$ cat config.mk
export PLATFORM = sky130hd
export DESIGN_NAME = uart_tx_arbiter
export DESIGN_NICKNAME = d
export VERILOG_FILES = /design/src/rtl/uart_pkg.sv /design/src/rtl/uart_baud_gen.sv /design/src/rtl/uart_tx_arbiter.sv
export SDC_FILE = /design/constraint.sdc
export NUM_CORES = 1
export LEC_CHECK = 0
export ABC_AREA = 1
export ABC_CLOCK_PERIOD_IN_PS = 2700
export CORE_AREA = 2 2 78 80
export DETAILED_ROUTE_END_ITERATION = 8
export DIE_AREA = 0 0 80 82
export GPL_TIMING_DRIVEN = 0
export HOLD_SLACK_MARGIN = 0.12
export PLACE_DENSITY = 0.79
export REMOVE_ABC_BUFFERS = 1
export SETUP_SLACK_MARGIN = 0.2
export SYNTH_ARGS = -nofsm -noshare
export SYNTH_HDL_FRONTEND = slang
export SYNTH_SLANG_ARGS = --single-unit
$ cat constraint.sdc
create_clock -name clk -period 2.7 [get_ports clk]
set_input_delay 0.27 -clock clk [delete_from_list [all_inputs] [get_ports clk]]
set_output_delay 0.27 -clock clk [all_outputs]
set_load 0.1 [all_outputs]
$ cat src/rtl/uart_pkg.sv
// uart_pkg: shared state encoding, defaults and helpers
// for the UART transmit arbiter and its baud generator.
package uart_pkg;

   localparam int DEF_NUM_REQ  = 4;
   localparam int DEF_BAUD_DIV = 16;
   localparam int OWNER_W      = 3;

   typedef enum logic [1:0] {
      ST_IDLE      = 2'b00,
      ST_LAUNCH    = 2'b01,
      ST_WAIT_BUSY = 2'b10,
      ST_WAIT_DONE = 2'b11
   } arb_state_e;

   // Round-robin start point after serving idx among n requesters.
   function automatic logic [OWNER_W-1:0] rr_next(
      input logic [OWNER_W-1:0] idx,
      input int                 n
   );
      if (int'(idx) >= n - 1) begin
         return '0;
      end
      return idx + OWNER_W'(1);
   endfunction

endpackage

$ cat src/rtl/uart_baud_gen.sv
// uart_baud_gen: free-running divider producing a one-cycle
// tick every BAUD_DIV clocks (on count BAUD_DIV-1).
module uart_baud_gen
   import uart_pkg::*;
#(
   parameter int BAUD_DIV = DEF_BAUD_DIV
) (
   input  logic clk,
   input  logic rst_n,
   output logic tick
);

   localparam int CW = (BAUD_DIV > 1) ? $clog2(BAUD_DIV) : 1;
   localparam logic [CW-1:0] LAST = CW'(BAUD_DIV - 1);

   logic [CW-1:0] cnt_q;
   logic [CW-1:0] cnt_d;

   // Wrap at BAUD_DIV-1, otherwise increment.
   always_comb begin
      cnt_d = cnt_q + CW'(1);
      if (cnt_q == LAST) begin
         cnt_d = '0;
      end
   end

   // Counter register.
   always_ff @(posedge clk or negedge rst_n) begin
      if (!rst_n) begin
         cnt_q <= '0;
      end else begin
         cnt_q <= cnt_d;
      end
   end

   assign tick = (cnt_q == LAST);

endmodule

$ cat src/rtl/uart_tx_arbiter.sv
// uart_tx_arbiter: round-robin sharing of one UART sender
// among NUM_REQ byte requesters, plus the sender baud enable.
module uart_tx_arbiter
   import uart_pkg::*;
#(
   parameter int NUM_REQ  = DEF_NUM_REQ,
   parameter int BAUD_DIV = DEF_BAUD_DIV
) (
   input  logic                 clk,
   input  logic                 rst_n,
   input  logic [NUM_REQ-1:0]   req,
   input  logic [8*NUM_REQ-1:0] req_data,
   output logic [NUM_REQ-1:0]   gnt,
   output logic [NUM_REQ-1:0]   done,
   output logic                 tx_wr_en,
   output logic [7:0]           tx_data,
   output logic                 tx_enb,
   input  logic                 tx_busy,
   output logic                 arb_busy,
   output logic [2:0]           owner
);

   arb_state_e         state_q;
   arb_state_e         state_d;
   logic [OWNER_W-1:0] owner_q;
   logic [OWNER_W-1:0] owner_d;
   logic [OWNER_W-1:0] rr_ptr_q;
   logic [OWNER_W-1:0] rr_ptr_d;
   logic [7:0]         tx_data_q;
   logic [7:0]         tx_data_d;

   logic               win_found;
   logic [OWNER_W-1:0] win_idx;
   logic [7:0]         win_byte;

   uart_baud_gen #(
      .BAUD_DIV (BAUD_DIV)
   ) u_baud (
      .clk   (clk),
      .rst_n (rst_n),
      .tick  (tx_enb)
   );

   // First pending requester scanning upward from rr_ptr, wrapping.
   always_comb begin
      int idx;
      win_found = 1'b0;
      win_idx   = '0;
      win_byte  = '0;
      idx       = 0;
      for (int k = 0; k < NUM_REQ; k++) begin
         idx = int'(rr_ptr_q) + k;
         if (idx >= NUM_REQ) begin
            idx = idx - NUM_REQ;
         end
         if (!win_found && req[idx]) begin
            win_found = 1'b1;
            win_idx   = OWNER_W'(idx);
            win_byte  = req_data[8*idx +: 8];
         end
      end
   end

   // Next-state, owner, latched byte and pointer update.
   always_comb begin
      state_d   = state_q;
      owner_d   = owner_q;
      rr_ptr_d  = rr_ptr_q;
      tx_data_d = tx_data_q;
      unique case (state_q)
         ST_IDLE: begin
            if (win_found && !tx_busy) begin
               owner_d   = win_idx;
               tx_data_d = win_byte;
               state_d   = ST_LAUNCH;
            end
         end
         ST_LAUNCH: begin
            state_d = ST_WAIT_BUSY;
         end
         ST_WAIT_BUSY: begin
            if (tx_busy) begin
               state_d = ST_WAIT_DONE;
            end
         end
         ST_WAIT_DONE: begin
            if (!tx_busy) begin
               rr_ptr_d = rr_next(owner_q, NUM_REQ);
               state_d  = ST_IDLE;
            end
         end
         default: begin
            state_d = ST_IDLE;
         end
      endcase
   end

   // Per-requester grant and completion pulses decoded from state.
   always_comb begin
      gnt  = '0;
      done = '0;
      for (int i = 0; i < NUM_REQ; i++) begin
         gnt[i]  = (state_q == ST_LAUNCH)
                 && (int'(owner_q) == i);
         done[i] = (state_q == ST_WAIT_DONE) && !tx_busy
                 && (int'(owner_q) == i);
      end
   end

   // State, owner, pointer and byte registers.
   always_ff @(posedge clk or negedge rst_n) begin
      if (!rst_n) begin
         state_q   <= ST_IDLE;
         owner_q   <= '0;
         rr_ptr_q  <= '0;
         tx_data_q <= 8'h00;
      end else begin
         state_q   <= state_d;
         owner_q   <= owner_d;
         rr_ptr_q  <= rr_ptr_d;
         tx_data_q <= tx_data_d;
      end
   end

   assign tx_wr_en = (state_q == ST_LAUNCH);
   assign tx_data  = tx_data_q;
   assign arb_busy = (state_q != ST_IDLE);
   assign owner    = owner_q;

endmodule
==> results of run 1 <==
==> registers in the layout (all words and copies together), names as in the netlist <==
name,flops
tx_data,8
state_q,2
u_baud.cnt_q,4
rr_ptr_q,3
owner,3
==> metal layers <==
metal | vias up | wire, um | share of wire (%)
met3 | 8 | 425 | 6.0
met4 | 0 | 83 | 1.2
met2 | 80 | 3460 | 49
met5 | - | 0 | 0
met1 | 1331 | 3080 | 44
li1 | 1467 | - | -
==> stage by stage <==
step | hold slack [ps] | util, % | setup WS [ps] | setup TNS (ps)
global placement | 470 | 53.9 | -1380 | -17330
floorplan | -25.6 | - | -1100 | -12420
CTS | 484 | 55.9 | 213 | 0
finish | 479 | 56.7 | 294 | 0
detailed placement | 464 | 53.9 | -937 | -11430
global route | 528 | 56.7 | 210 | 0
==> final cells by class <==
cell class                 count  area [um2]
inverter                      52         206
tap                           75        93.8
multi-input combinational    340        1720
fill                         582        2490
timing repair buffer          69         664
clock inverter                 1        30.0
clock buffer                   3        41.3
sequential                    20         508
==> critical path, stage by stage (launching register included) <==
cell,delay (ps)
dfrtp_1,370
ha_1,190
nand3_1,90
inv_1,90
clkdlybuf4s50_1,1130
==> cell usage after synthesis (3+ instances only) <==
library cell,number,area [um2]
nand2_1,157,589
inv_1,47,176
nand3_1,45,225
nor2_1,39,146
o21ai_0,36,180
dfrtp_1,20,500
ha_1,13,163
buf_2,8,40.0
nand2_2,8,50.1
nor3_1,7,35.0
buf_6,5,56.3
nand4_1,5,31.3
a21oi_1,4,20.0
clkbuf_1,4,15.0
inv_2,4,15.0
o21ai_1,3,15.0
xor2_1,3,26.3
==> path summary, 6_finish.rpt <==
kind | to | cells past startpoint
max in group asynchronous | rr_ptr_q[1] | 1
worst max-delay path | tx_enb | 4
min in group asynchronous | u_baud.cnt_q[3] | 1
worst max register to register | tx_data[0] | 11
worst min-delay path | tx_data[7] | 2
worst min register to register | tx_data[7] | 2
==> cell families after synthesis <==
| family | count (synthesis) | synth area share, % |
|---|---|---|
| buf+inv | 71 | 12.8 |
| simple gates | 273 | 48.5 |
| mux | 2 | 0.793 |
| xor+xnor | 3 | 1.04 |
| flops | 20 | 19.8 |
| compound gates | 49 | 10.6 |
| fa+ha+maj | 13 | 6.44 |
==> power groups by stage <==
stage	combinational [W]	sequential, W	clock [W]
finish	0.00377	0.000559	0.000300
global route	0.00415	0.000574	0.000318
CTS	0.00356	0.000613	0.000306
detailed placement	0.00339	0.000649	0
global placement	0.00335	0.000641	0
floorplan	0.00221	0.00108	0
==> what timing repair did <==
item,4_1_cts,5_1_grt
endpoints found under the setup margin,22,12
gates cloned,0,0
pin swaps,1,1
setup buffers,3,6
resized for setup,16,3
==> metrics, run 1 <==
commonest non-fill, non-tap cell in the layout nand2_1; post-synthesis sequential area ratio 19.8%; max cap viols 0; Comb pwr share 81.5%; die height 82 um; Die ar. 6560 um2; final RePlAce weighted congestion 0.862; layout cells sized above 1 9.28%; crit path from u_baud.cnt_q[0]; number of global-route vias before repair 2571; Synth Flop Type dfrtp_1; Yosys cell types 35; flop2flop setup slack 390 ps; met2 Use GR 38.0%; root buffer cell clkbuf_8; Post-Syn Area per Cell 5.86 um2; hold_sp tx_data[7]; Synth Instances 431; Area after DPL 3100 um2; Worst-Margin Slew 987 ps; FF+latch count, synth 20; Total Routing Usage GR 20.9%; worst hold path class reg2reg; nets 538; M1 GR Usage 26.8%; Leak 1.75 nW; Slew Viols, Final 0; H-tree Lvls 1; Final Total Pwr 0.00463 W; crit path DAT 2140 ps; PwrDens 1420 nW/um2; status finished clean; Skew-Pair Late Insertion Delay 260 ps; Worst Skew 1.33 ps; Crit. End Element output pin; fin crit period 2410 ps; Final Hold Viols 0; Wirelength per Cell 12.6 um; Ys Warns 0; DP Cell Count 547; pin count of the biggest net entering global routing 34; CTS Sinks 20; Setup Crit Path Kind reg2out; DRC Markers 0; Seq pwr share 12.1%; CTS tree done; Max-Slew Margin vs Limit 34.0%; Final Instance Area 3260 um2; Int Power 0.00178 W; RSZ-0062 raised after global routing false; core box area 5750 um2; antenna viol nets, final 0; Synth Cell Area 2530 um2; Starting Density 44.0%; Sw Ratio 61.6%; HPWL after detailed placement 4730 um; initial antenna violation count 0; Clock power frac 6.5%; first-pass iteration count of the detailed router 5; most frequent cells in the layout nand2_1, clkdlybuf4s50_1, inv_1; num ports 61; area growth from synthesis to layout 29.0%; Final Non-Filler Cells 560; Row Count 28; WL final 7050 um; asr flop ratio synth 100%; total number of vias 2886; Psw 0.00285 W; share of the clock period used by the worst path 89.1%; Crit Reg-Reg Startpoint rr_ptr_q[1]; CTS Buffer Depth 2; First DRT Iteration DRCs 254; Vias/cell 5.15; type of origin of the critical path register; Post-synth EDFFs 0; Most Crowded Layer GR met2; GRT overflow 0; Die Width 80 um; Reg clk slew, reported paths 70 ps; Crit Path Max Fanout 3; Max Fclk 416 MHz; first-pass GRT wire length 11200 um; Req. time, crit path 2430 ps; met3 Resource Use GR 2.64%; total CTS buffers 3; Antenna diodes 0; CTS Hold Bufs 0; VDD IR max 0.732 mV; IO Port Bufs 60; final setup vio count 0
No activity file was read; power rests on OpenSTA's default activity.
==> inputs of run 2 (changes only) <==
Settings changed: TNS_END_PERCENT set to 20.
==> run 2 against run 1 <==
  * Non-clock buffer count shrank 6
  * Final cell count shrank 1.1%
  * Clock skew grew 2.7 ps
  * Total power shrank 2.1%
  * Combinational power shrank 4%
  * Critical path type is now reg2reg
  * Highest routed layer unchanged
==> metrics, run 2 (synthesized netlist as in run 1, its figures left out) <==
Skew-Pair Late Insertion Delay 260 ps (about the same); max FFs per register 8 (unchanged); core box area 5750 um2 (unchanged); H-tree Lvls 1 (unchanged); VDD IR max 0.740 mV (+1.2%); type of origin of the critical path register; antenna viol nets, final 0 (unchanged); Crit. End Element register; total number of vias 2823 (-2.2%); most frequent cells in the layout nand2_1, clkdlybuf4s50_1, inv_1; Crit Path Max Fanout 33 (+30); Req. time, crit path 2850 ps (+420 ps); GRT overflow 0 (unchanged); CTS Sinks 20 (unchanged); number of global-route vias before repair 2571 (unchanged); Max-Slew Margin vs Limit 32.9% (-1.2 points); status finished clean; total CTS buffers 3 (unchanged); worst hold path class reg2reg; Max Fclk 400 MHz (-3.8%); area of the multi-input gates 1720 um2 (+0.29%); commonest non-fill, non-tap cell in the layout nand2_1; Most Crowded Layer GR met2; share of the clock period used by the worst path 92.7% (+3.6 points); WL final 6650 um (-5.7%); M1 GR Usage 26.8% (unchanged); Finished Core Util 56.5% (-0.20 points); root buffer cell clkbuf_8; num ports 61 (unchanged); final RePlAce weighted congestion 0.862 (unchanged); PwrDens 1400 nW/um2 (-1.8%); Worst-Margin Slew 1000 ps (+17.2 ps); # fillers 574 (-1.4%); setup TNS 0 ps (unchanged); CTS tree done; Die Width 80 um (unchanged); Antenna diodes 0 (unchanged); first-pass iteration count of the detailed router 4 (-1); Final Hold Viols 0 (unchanged); Register Area 508 um2 (unchanged); nets 532 (-1.1%); pin count of the biggest net entering global routing 34 (unchanged); Slew Viols, Final 0 (unchanged); final setup vio count 0 (unchanged); Final Non-Filler Cells 554 (-1.1%); area growth from synthesis to layout 28.6%; Die ar. 6560 um2 (unchanged); IO Port Bufs 60 (unchanged); Vias/cell 5.10 (-1.1%); fin crit period 2500 ps (+96.2 ps); RSZ-0062 raised after global routing true; DRC Markers 0 (unchanged); initial antenna violation count 0 (unchanged); CTS Hold Bufs 0 (unchanged); Setup Crit Path Kind reg2reg; Row Count 28 (unchanged); Total Routing Usage GR 20.9% (unchanged); crit path DAT 2650 ps (+510 ps); Starting Density 44.0% (unchanged); Final Total Pwr 0.00453 W (-2.1%); Wirelength per Cell 12.0 um (-4.7%); HPWL after detailed placement 4730 um (unchanged); die height 82 um (unchanged); met2 Use GR 38.0% (unchanged); Worst Skew 3.99 ps (+2.66 ps); DP Cell Count 547 (unchanged); Leak 1.82 nW (+4.1%); first-pass GRT wire length 11200 um (unchanged); Reg clk slew, reported paths 70 ps (about the same); met3 Resource Use GR 2.64% (unchanged); CTS Buffer Depth 2 (unchanged); First DRT Iteration DRCs 222 (-13%); max cap viols 0 (unchanged); layout cells sized above 1 8.14% (-1.1 points)
## run 2: changes by cell type in the layout (fill, tap and decap cells not counted)
cell            delta
dlygate4sd2_1      -8
dlymetal6s2s_1     +8
buf_4              -5
buf_6              -1
inv_6              -1
inv_8              +1
nor2_2             -1
nor2_4             +1
## run 2: repair_timing
item | in CTS | in global routing
pin swaps | 1 | 1
resized for setup | 8 | 13
endpoints found under the setup margin | 22 | 20
setup buffers | 3 | 0
## run 2: worst paths after layout
| kind | start | to | slack (ps) | cells past startpoint |
|---|---|---|---|---|
| worst max-delay path | rr_ptr_q[0] | tx_data[0] | 200 | 11 |
| worst min-delay path | tx_data[7] | tx_data[7] | 480 | 2 |
| worst max register to register | rr_ptr_q[0] | tx_data[0] | 200 | 11 |
| worst min register to register | tx_data[7] | tx_data[7] | 480 | 2 |
| max in group asynchronous | rst_n | rr_ptr_q[0] | 1550 | 1 |
| min in group asynchronous | rst_n | owner[2] | 510 | 1 |
## run 2: worst max-delay path, cell delays in order, from the launching register on
cell and delay, ps:
dfrtp_4 670, inv_8 130, ha_4 450, clkinvlp_4 210, nand2_2 120, nand2_4 70, nor2_8 150, nand3b_4 110
nand3_4 200, nor2_1 70, nand2_1 120, nand2_1 60
## run 2: power by group
part           leakage [nW]  internal (W)  switching (W)
sequential            0.252      0.000415       0.000200
clock                0.0357      0.000198       0.000103
combinational          1.53       0.00112        0.00250
total                  1.82       0.00173        0.00280
## run 2: routing by layer
metal / vias up / wire length [um]
li1: 1460 / -
met1: 1275 / 2850
met2: 80 / 3230
met3: 8 / 490
met4: 0 / 84
met5: - / 0
## run 2: layout make-up
class,count,area share (%)
Clock buffer,3,1.27
Tap cell,75,2.89
Inverter,52,6.43
Multi-Input combinational cell,340,53.0
Sequential cell,20,15.6
Timing Repair Buffer,63,19.9
Clock inverter,1,0.924
## run 2: per-stage QoR
step / setup slack (ps) / hold WS (ps) / instance area [um2]
floorplan: -1100 / -25.6 / 2400
global placement: -1380 / 470 / 3100
detailed placement: -937 / 464 / 3100
CTS: 16.4 / 484 / 3220
global route: 44.3 / 528 / 3250
finish: 198 / 480 / 3250
